==> src/rtl/ps2_pkg.sv <==
// Shared types, constants and the default key map for the PS/2 player decoder.
package ps2_pkg;

   typedef enum logic [1:0] {
      ST_BASE    = 2'd0,
      ST_EXT     = 2'd1,
      ST_BRK     = 2'd2,
      ST_EXT_BRK = 2'd3
   } dec_state_t;

   localparam logic [7:0] CODE_EXT    = 8'hE0;
   localparam logic [7:0] CODE_BRK    = 8'hF0;
   localparam int         FRAME_BITS  = 11;
   localparam int         MAP_PLAYERS = 4;
   localparam int         MAP_KEYS    = 5;

   // F0 is always consumed as a prefix, so it can never reach the lookup.
   localparam logic [8:0] MAP_UNUSED = {1'b0, CODE_BRK};

   localparam logic [8:0] KEY_MAP [0:MAP_PLAYERS*MAP_KEYS-1] = '{
      9'h01D, 9'h01C, 9'h01B, 9'h023, 9'h029,
      9'h175, 9'h16B, 9'h172, 9'h174, 9'h15A,
      MAP_UNUSED, MAP_UNUSED, MAP_UNUSED, MAP_UNUSED, MAP_UNUSED,
      MAP_UNUSED, MAP_UNUSED, MAP_UNUSED, MAP_UNUSED, MAP_UNUSED
   };

   function automatic logic [8:0] map_entry(input int p, input int k);
      if (p < MAP_PLAYERS && k < MAP_KEYS) begin
         return KEY_MAP[p*MAP_KEYS + k];
      end else begin
         return MAP_UNUSED;
      end
   endfunction

   // Data byte plus parity bit must hold an odd number of ones.
   function automatic logic odd_parity_ok(input logic [8:0] bits);
      return ^bits;
   endfunction

endpackage

==> src/rtl/ps2_frame_rx.sv <==
// PS/2 frame receiver: input synchronisers, 11-bit framing, odd-parity and stop checks, and
// mid-frame timeout. Outputs are single-cycle strobes decoded from registered state.
module ps2_frame_rx
   import ps2_pkg::*;
#(
   parameter int SYNC_STAGES    = 2,
   parameter int TIMEOUT_CYCLES = 2500
) (
   input  logic       clk,
   input  logic       rst_n,
   input  logic       keyb_clk,
   input  logic       kdata,
   output logic [7:0] rx_byte,
   output logic       byte_valid,
   output logic       err
);

   localparam int         TW       = $clog2(TIMEOUT_CYCLES + 1);
   localparam logic [TW-1:0] TMO_LAST = TW'(TIMEOUT_CYCLES - 1);
   localparam logic [3:0] LAST_BIT = 4'(FRAME_BITS - 1);

   logic [SYNC_STAGES-1:0] kclk_sync_r;
   logic [SYNC_STAGES-1:0] kdat_sync_r;
   logic                   kclk_prev_r;
   logic [3:0]             bit_cnt_r;
   logic [8:0]             shift_r;
   logic [TW-1:0]          tmo_cnt_r;

   logic fall_s, data_s, busy_s, last_bit_s, timeout_s, frame_ok_s, frame_bad_s;

   // Synchronisers idle high so reset never fabricates a falling edge.
   always_ff @(posedge clk or negedge rst_n) begin
      if (!rst_n) begin
         kclk_sync_r <= '1;
         kdat_sync_r <= '1;
         kclk_prev_r <= 1'b1;
      end else begin
         kclk_sync_r <= {kclk_sync_r[SYNC_STAGES-2:0], keyb_clk};
         kdat_sync_r <= {kdat_sync_r[SYNC_STAGES-2:0], kdata};
         kclk_prev_r <= kclk_sync_r[SYNC_STAGES-1];
      end
   end

   assign fall_s      = kclk_prev_r & ~kclk_sync_r[SYNC_STAGES-1];
   assign data_s      = kdat_sync_r[SYNC_STAGES-1];
   assign busy_s      = (bit_cnt_r != 4'd0);
   assign last_bit_s  = (bit_cnt_r == LAST_BIT);
   assign timeout_s   = busy_s & ~fall_s & (tmo_cnt_r == TMO_LAST);
   assign frame_ok_s  = fall_s & last_bit_s & data_s & odd_parity_ok(shift_r);
   assign frame_bad_s = fall_s & last_bit_s & ~(data_s & odd_parity_ok(shift_r));

   assign rx_byte    = shift_r[7:0];
   assign byte_valid = frame_ok_s;
   assign err        = frame_bad_s | timeout_s;

   // Bit counter 0 means idle; 1..9 shift data and parity, 10 samples the stop bit.
   always_ff @(posedge clk or negedge rst_n) begin
      if (!rst_n) begin
         bit_cnt_r <= 4'd0;
         shift_r   <= 9'd0;
         tmo_cnt_r <= '0;
      end else if (fall_s) begin
         tmo_cnt_r <= '0;
         if (!busy_s) begin
            bit_cnt_r <= data_s ? 4'd0 : 4'd1;
         end else if (last_bit_s) begin
            bit_cnt_r <= 4'd0;
         end else begin
            shift_r   <= {data_s, shift_r[8:1]};
            bit_cnt_r <= bit_cnt_r + 4'd1;
         end
      end else if (timeout_s) begin
         bit_cnt_r <= 4'd0;
         tmo_cnt_r <= '0;
      end else if (busy_s) begin
         tmo_cnt_r <= tmo_cnt_r + TW'(1);
      end else begin
         tmo_cnt_r <= '0;
      end
   end

endmodule

==> src/rtl/ps2_player_decoder.sv <==
// PS/2 keyboard to per-player held-key flags: prefix-tracking FSM and key-map lookup on
// top of the frame receiver.
module ps2_player_decoder
   import ps2_pkg::*;
#(
   parameter int NUM_PLAYERS     = 2,
   parameter int KEYS_PER_PLAYER = 5,
   parameter int SYNC_STAGES     = 2,
   parameter int TIMEOUT_CYCLES  = 2500
) (
   input  logic                                   clk,
   input  logic                                   rst_n,
   input  logic                                   keyb_clk,
   input  logic                                   kdata,
   output logic [NUM_PLAYERS*KEYS_PER_PLAYER-1:0] pkeys,
   output logic                                   code_valid,
   output logic                                   frame_err,
   output logic [7:0]                             debug_leds
);

   localparam int NK = NUM_PLAYERS * KEYS_PER_PLAYER;

   logic [7:0]  rx_byte_s;
   logic        byte_valid_s, err_s;
   dec_state_t  state_r, next_state_s;
   logic        ext_s, brk_s, is_prefix_s;
   logic [NK-1:0] hit_s, pkeys_next_s;

   ps2_frame_rx #(
      .SYNC_STAGES    (SYNC_STAGES),
      .TIMEOUT_CYCLES (TIMEOUT_CYCLES)
   ) u_rx (
      .clk        (clk),
      .rst_n      (rst_n),
      .keyb_clk   (keyb_clk),
      .kdata      (kdata),
      .rx_byte    (rx_byte_s),
      .byte_valid (byte_valid_s),
      .err        (err_s)
   );

   // Prefix tracking and key-map lookup for the byte completing this cycle.
   always_comb begin
      next_state_s = state_r;
      pkeys_next_s = pkeys;
      hit_s        = '0;
      ext_s        = (state_r == ST_EXT) || (state_r == ST_EXT_BRK);
      brk_s        = (state_r == ST_BRK) || (state_r == ST_EXT_BRK);
      is_prefix_s  = (rx_byte_s == CODE_EXT) || (rx_byte_s == CODE_BRK);

      for (int p = 0; p < NUM_PLAYERS; p++) begin
         for (int k = 0; k < KEYS_PER_PLAYER; k++) begin
            hit_s[p*KEYS_PER_PLAYER + k] = ({ext_s, rx_byte_s} == map_entry(p, k));
         end
      end

      if (byte_valid_s) begin
         // A prefix always restarts from BASE, except F0 directly after E0.
         case (rx_byte_s)
            CODE_EXT: next_state_s = ST_EXT;
            CODE_BRK: next_state_s = (state_r == ST_EXT) ? ST_EXT_BRK : ST_BRK;
            default:  next_state_s = ST_BASE;
         endcase
         if (!is_prefix_s) begin
            for (int i = 0; i < NK; i++) begin
               if (hit_s[i]) begin
                  pkeys_next_s[i] = ~brk_s;
               end else begin
                  pkeys_next_s[i] = pkeys[i];
               end
            end
         end else begin
            pkeys_next_s = pkeys;
         end
      end else begin
         next_state_s = state_r;
      end
   end

   // Registered outputs; all byte effects land together with code_valid.
   always_ff @(posedge clk or negedge rst_n) begin
      if (!rst_n) begin
         state_r    <= ST_BASE;
         pkeys      <= '0;
         debug_leds <= 8'd0;
         code_valid <= 1'b0;
         frame_err  <= 1'b0;
      end else begin
         state_r    <= next_state_s;
         pkeys      <= pkeys_next_s;
         code_valid <= byte_valid_s;
         frame_err  <= err_s;
         if (byte_valid_s) begin
            debug_leds <= rx_byte_s;
         end
      end
   end

endmodule

==> config.mk <==
export PLATFORM = sky130hd
export DESIGN_NAME = ps2_player_decoder
export DESIGN_NICKNAME = d
export VERILOG_FILES = /design/src/rtl/ps2_pkg.sv /design/src/rtl/ps2_frame_rx.sv /design/src/rtl/ps2_player_decoder.sv
export SDC_FILE = /design/constraint.sdc
export NUM_CORES = 1
export LEC_CHECK = 0
export ABC_CLOCK_PERIOD_IN_PS = 2700
export BUFFER_PORTS_ARGS = -buffer_cell sky130_fd_sc_hd__buf_2
export CORE_ASPECT_RATIO = 1.75
export CORE_MARGIN = 2
export CORE_UTILIZATION = 50
export CTS_BUF_LIST = sky130_fd_sc_hd__clkbuf_8
export CTS_CLUSTER_DIAMETER = 80
export DETAILED_ROUTE_END_ITERATION = 12
export PLACE_DENSITY = 0.71
export SLEW_MARGIN = 20
export SYNTH_ARGS = -nofsm -noshare
export SYNTH_HDL_FRONTEND = slang
export SYNTH_SLANG_ARGS = --single-unit
==> constraint.sdc <==
create_clock -name clk -period 2.7 [get_ports clk]
set_input_delay 0.54 -clock clk [delete_from_list [all_inputs] [get_ports clk]]
set_output_delay 0.54 -clock clk [all_outputs]
set_load 0.005 [all_outputs]
**After elaboration in Yosys (flattened, before gate mapping)**

Cells that the tools add are included.

- Register bits after elaboration: 52
- Input bits: 4
- Logic and storage cells: 81
- Output and inout port bits: 20

- Reduce and logical (&&, ||, !) cells: 17
- Muxes and demuxes: 10
- Bitwise logic cells: 15
- Add/subtract/negate cells: 2
- Eq/ne operators: 17

Operator list:

| operator | count |
|---|---|
| 9-bit == test, second input constant | 5 |
| 12-bit 2-to-1 mux | 3 |
| 3-bit AND reduction | 11 |
| 9-bit by 5-bit == test with 1-bit output, second input constant | 3 |
| 9-bit by 6-bit == test with 1-bit output, second input constant | 2 |
| 8-bit == test, second input constant | 2 |
| 4-bit 2-to-1 mux | 4 |
| 12-bit by 1-bit adder with 12-bit output, second input constant | 1 |
| 12-bit == test, second input constant | 1 |
| 9-bit XOR reduction | 1 |
| 1-bit AND | 8 |
| 1-bit NOT | 6 |
| 4-bit by 1-bit adder with 4-bit output, second input constant | 1 |
| 2-bit == test, second input constant | 2 |
| 4-bit == test, second input constant | 1 |
| 2-bit case mux with 2 select lines | 1 |
| 4-bit nonzero test | 1 |
| 1-bit logical OR | 3 |
| 2-bit by 1-bit == test with 1-bit output, second input constant | 1 |
| 1-bit 2-to-1 mux | 2 |
| 2-bit nonzero test | 1 |
| 1-bit OR | 1 |

**Depth between registers and ports, before layout**

- Word-level depth: 7
- Gate-level depth with buffers: 8
- Depth with buffers taken out: 6

**Modules after synthesis**

A second synthesis with hierarchy kept.

- Cell total of the unflattened synthesis: 217
- Area, all modules: 2518.7 um2

Modules (own cells, without submodules):

| module | area each (um2) | sequential area each (um2) | cells each | times used |
|---|---|---|---|---|
| ps2_frame_rx | 1534.0 | 757.0 | 138 | 1 |
| ps2_player_decoder | 984.7 | 550.5 | 79 | 1 |

**Worst setup path after synthesis**

No wires, ideal clock.

- Path kind: flip-flop to flip-flop
- Start point: register u_rx.shift_r[0]
- End point: register pkeys[6]
- Setup slack: 0.637 ns
- Setup time: 0.104 ns
- Clock period less this slack: 2.063 ns
- Arrival: 1.960 ns
- Cell stages (with the launch flop): 8
- Data required time: 2.596 ns
- Buffers on the path: 1
- Path through: dfrtp_1 -> inv_1 -> ha_1 -> xnor3_2 -> xnor2_2 -> or2_1 -> buf_6 -> o41ai_2

- Cells in the longest elaborated chain, start to end: 4

Ends and longest elaborated chain:

| what | line | text |
|---|---|---|
| from (decl) | ps2_frame_rx.sv:26 | `logic [8:0] shift_r;` |
| from (signal assigned) | ps2_frame_rx.sv:69 | `shift_r <= {data_s, shift_r[8:1]};` |
| 8-bit == test | ps2_player_decoder.sv:49 | `is_prefix_s = (rx_byte_s == CODE_EXT) \|\| (rx_byte_s == CODE_BRK);` |
| 1-bit logical OR | ps2_player_decoder.sv:49 |  |
| 1-bit NOT (no line) | n/a |  |
| 3-bit AND reduction (no line) (*) | n/a |  |
| to (signal assigned) | ps2_player_decoder.sv:90 | `pkeys <= pkeys_next_s;` |
| to (decl) | ps2_player_decoder.sv:15 | `output logic [NUM_PLAYERS*KEYS_PER_PLAYER-1:0] pkeys,` |

Every way passes the cells marked *; elsewhere a longest branch is shown, timed or not.
A chain may end at the register's enable or synchronous reset.

**Worst setup path in the final report**

- Start point: register u_rx.shift_r[1]
- End point: register pkeys[6]

The elaborated chain is that of the path after synthesis.

==> results.toml <==
[layout]
multiInputGateArea_sq_um = 1150
fin_nets = 287
n_antenna_cell = 0
layoutNonFillerInstCount = 320
fillerInstances = 450
regArea_sq_um = 1310
area_growth_syn_to_layout_pct = 10.6
drive_gt1_share_pct = 17.3

[critical_path]
r2r_setup_slack_ps = 220
critPathKind = "flop to flop"
critPathMaxStageDelay_ps = 500
cpMaxStageDelayCell = "or2_1"
start_kind = "flop"
arrival_ps = 2660
crit_buf_inv = 1
cp_max_fo = 16
worstPathCellList = "inv_1 -> ha_1 -> xnor3_2 -> xnor2_2 -> or2_1 -> o41ai_2"
worstSetupEndpointType = "flop"
crit_required_ps = 2880
crit_family = "XOR/XNOR gates"

[cts]
cts.sinks = 52
clock_latency_ps = 310
cts_root_buffer = "clkbuf_8"
cts_tree = "built"
clk_path_buf_depth = 2
h-tree-depth = 2
numCtsBuffers = 5
clk_pin_slew_worst_paths_ps = 100
post_cts_resize_count = 0
cts-hold-fix-buffers = 0
cts_setup_buffers = 0

[status]
outcome = "completed"

[flow_run]
cap_violations = 0

[synth]
synth_edf_count = 0
synthesis.nets = 263
synthFlopType = "dfrtp_1"
synth_cell_types = 38
synth_top_cell_by_area = "dfrtp_1"
synth_area_per_cell_sq_um = 10.7
ys_warn_count = 0
synth_top_cells_by_area = "dfrtp_1, ha_1, o21ai_0"
synthArstFlopShare_pct = 100
synth-seq-area-share_pct = 50.8
synth_cells = 241
syn_area_sq_um = 2570
yosysTopAreaCellShare_pct = 45.7
ys_seq_elements = 52

[sta]
slew_viol_final = 0
period_needed_ps = 2480
worst_pin_slew_ps = 639
max_slew_margin_pct = 57.4
finalSetupViolCount = 0
max_clock_freq_mhz = 403
hold_viol = 0
rsz0062_at_grt = "no"
fin_worst_skew_ps = 13.3
timing.final.crit_share_pct = 91.8
fin_setup_tns_ps = 0

[place]
gp_congestion = 0.846
io_buffers = 23
dp.cells = 312
dp_hpwl_microns = 3660

[route]
drt_wl_total_microns = 4910
avgViaCountPerCell = 5.73
dr_total_vias = 1834
first_pass_iters = 4
wl_per_cell_microns = 15.3
drcViolationCount = 0
drtIter0Drc = 49
final_antenna_net_count = 0

[power]
combPwrFrac_pct = 44.0
p_switching_uw = 1160
leakagePower_uw = 0.00134
clock_power_share_pct = 20.2
p_seq_share_pct = 35.8
sw_frac_of_total_pct = 42.8
ir_drop_mv = 0.928
cell_internal_pwr_uw = 1550
power.total_uw = 2720
power_density_nw_per_um2 = 954

[floorplanning]
initial_core_util_pct = 51.7
rows = 34
num_io_pins = 24
die_area_sq_um = 5760
core_area_sq_um = 4980
fp.dieW_microns = 58.2
die_h_microns = 98.9

[global_routing]
grt_max_degree = 53
grt_pass1_vias = 1837
antenna_found_initial = 0
grt_usage_pct = 19.2
grt_pass1_wl_microns = 8420
grt_overflow = 0

[worst_hold_path]
hp-class = "input port to flop"
[flip-flops by register name, indices dropped and copies added, names as in the netlist, 2 cells and up]
| signal | cells |
|---|---|
| u_rx.tmo_cnt_r | 12 |
| pkeys | 10 |
| u_rx.shift_r | 9 |
| debug_leds | 8 |
| u_rx.bit_cnt_r | 4 |
| state_r | 2 |
| u_rx.kclk_sync_r | 2 |
| u_rx.kdat_sync_r | 2 |
[cell families after synthesis]
kind of cell               Yosys count  share of synthesized area (%)
adders and majority gates           18                           8.75
muxes                                3                           1.22
DFF                                 52                           50.8
AOI/OAI and AO/OA                   55                           13.8
buffers and inverters               26                           4.42
and+or+nand+nor                     73                           15.1
xor gates and xnor gates            14                           5.93
[path summary, 6_finish.rpt]
check,startpoint,depth (start not counted),end
worst max-delay path,u_rx.shift_r[1]$_DFFE_PN0P_,6,pkeys[6]$_DFFE_PN0P_
worst min-delay path,kdata,1,u_rx.kdat_sync_r[0]$_DFF_PN1_
worst max register to register,u_rx.shift_r[1]$_DFFE_PN0P_,6,pkeys[6]$_DFFE_PN0P_
worst min register to register,u_rx.kdat_sync_r[0]$_DFF_PN1_,0,u_rx.kdat_sync_r[1]$_DFF_PN1_
max in group asynchronous,rst_n,2,u_rx.bit_cnt_r[1]$_DFFE_PN0P_
min in group asynchronous,rst_n,2,pkeys[0]$_DFFE_PN0P_
[layout by cell type (no fill, tap or decap), types with 12 or more instances in the layout]
cell type  netlist  routed
nor2_1          14      14
o21ai_0         30      30
ha_1            18      18
nand3_1         12      12
dfrtp_1         47      47
buf_2            1      23
o31ai_1         14      14
inv_1           16      16
nand2_1         16      16
nand4_1         13      13
[synthesized netlist by cell type, types with 2 or more instances]
| cell type | instances |
|---|---|
| dfrtp_1 | 47 |
| and4_1 | 4 |
| buf_6 | 2 |
| nor4b_1 | 2 |
| o2111ai_1 | 2 |
| ha_1 | 18 |
| nand2_1 | 16 |
| o21ai_0 | 30 |
| o31ai_1 | 14 |
| nand3_1 | 12 |
| xor2_1 | 10 |
| mux2i_1 | 2 |
| nand4_1 | 13 |
| clkbuf_1 | 7 |
| inv_1 | 16 |
| nor3_1 | 2 |
| o41ai_1 | 5 |
| nor2_1 | 14 |
| and2_1 | 2 |
| dfstp_2 | 5 |
[stage by stage]
step	setup slack (ps)	instance area (sq um)	util [%]	hold WS (ps)
6_report	222	2850	57.2	324
5_1_grt	12.3	2850	57.2	302
4_1_cts	224	2850	57.2	313
3_5_place_dp	246	2730	54.9	347
3_3_place_gp	323	2730	54.9	346
2_1_floorplan	637	2570	-	244
[power groups by stage]
| stage | Clock (uW) | Combinational [uW] | Sequential, uW |
|---|---|---|---|
| after floorplan | 0 | 910 | 965 |
| after global placement | 0 | 1190 | 982 |
| after detailed placement | 0 | 1210 | 989 |
| after CTS | 565 | 1210 | 974 |
| after global routing | 591 | 1350 | 990 |
| final | 548 | 1200 | 973 |
[routing by layer]
metal	share of wire, %	wire, microns	up-vias	global-route usage [%]
met2	56	2740	28	34.4
li1	-	-	907	-
met1	39	1900	888	21.2
met5	0	0	-	0
met3	2.5	123	11	3.41
met4	3.0	147	0	9.12
[layout make-up]
cell class,instances,area share [%]
Timing Repair Buffer,27,5.10
Sequential cell,52,45.9
Tap cell,54,2.37
Clock inverter,3,1.63
Inverter,16,2.11
Multi-Input combinational cell,163,40.5
Clock buffer,5,2.42
Power figures use the tool's default switching activity.
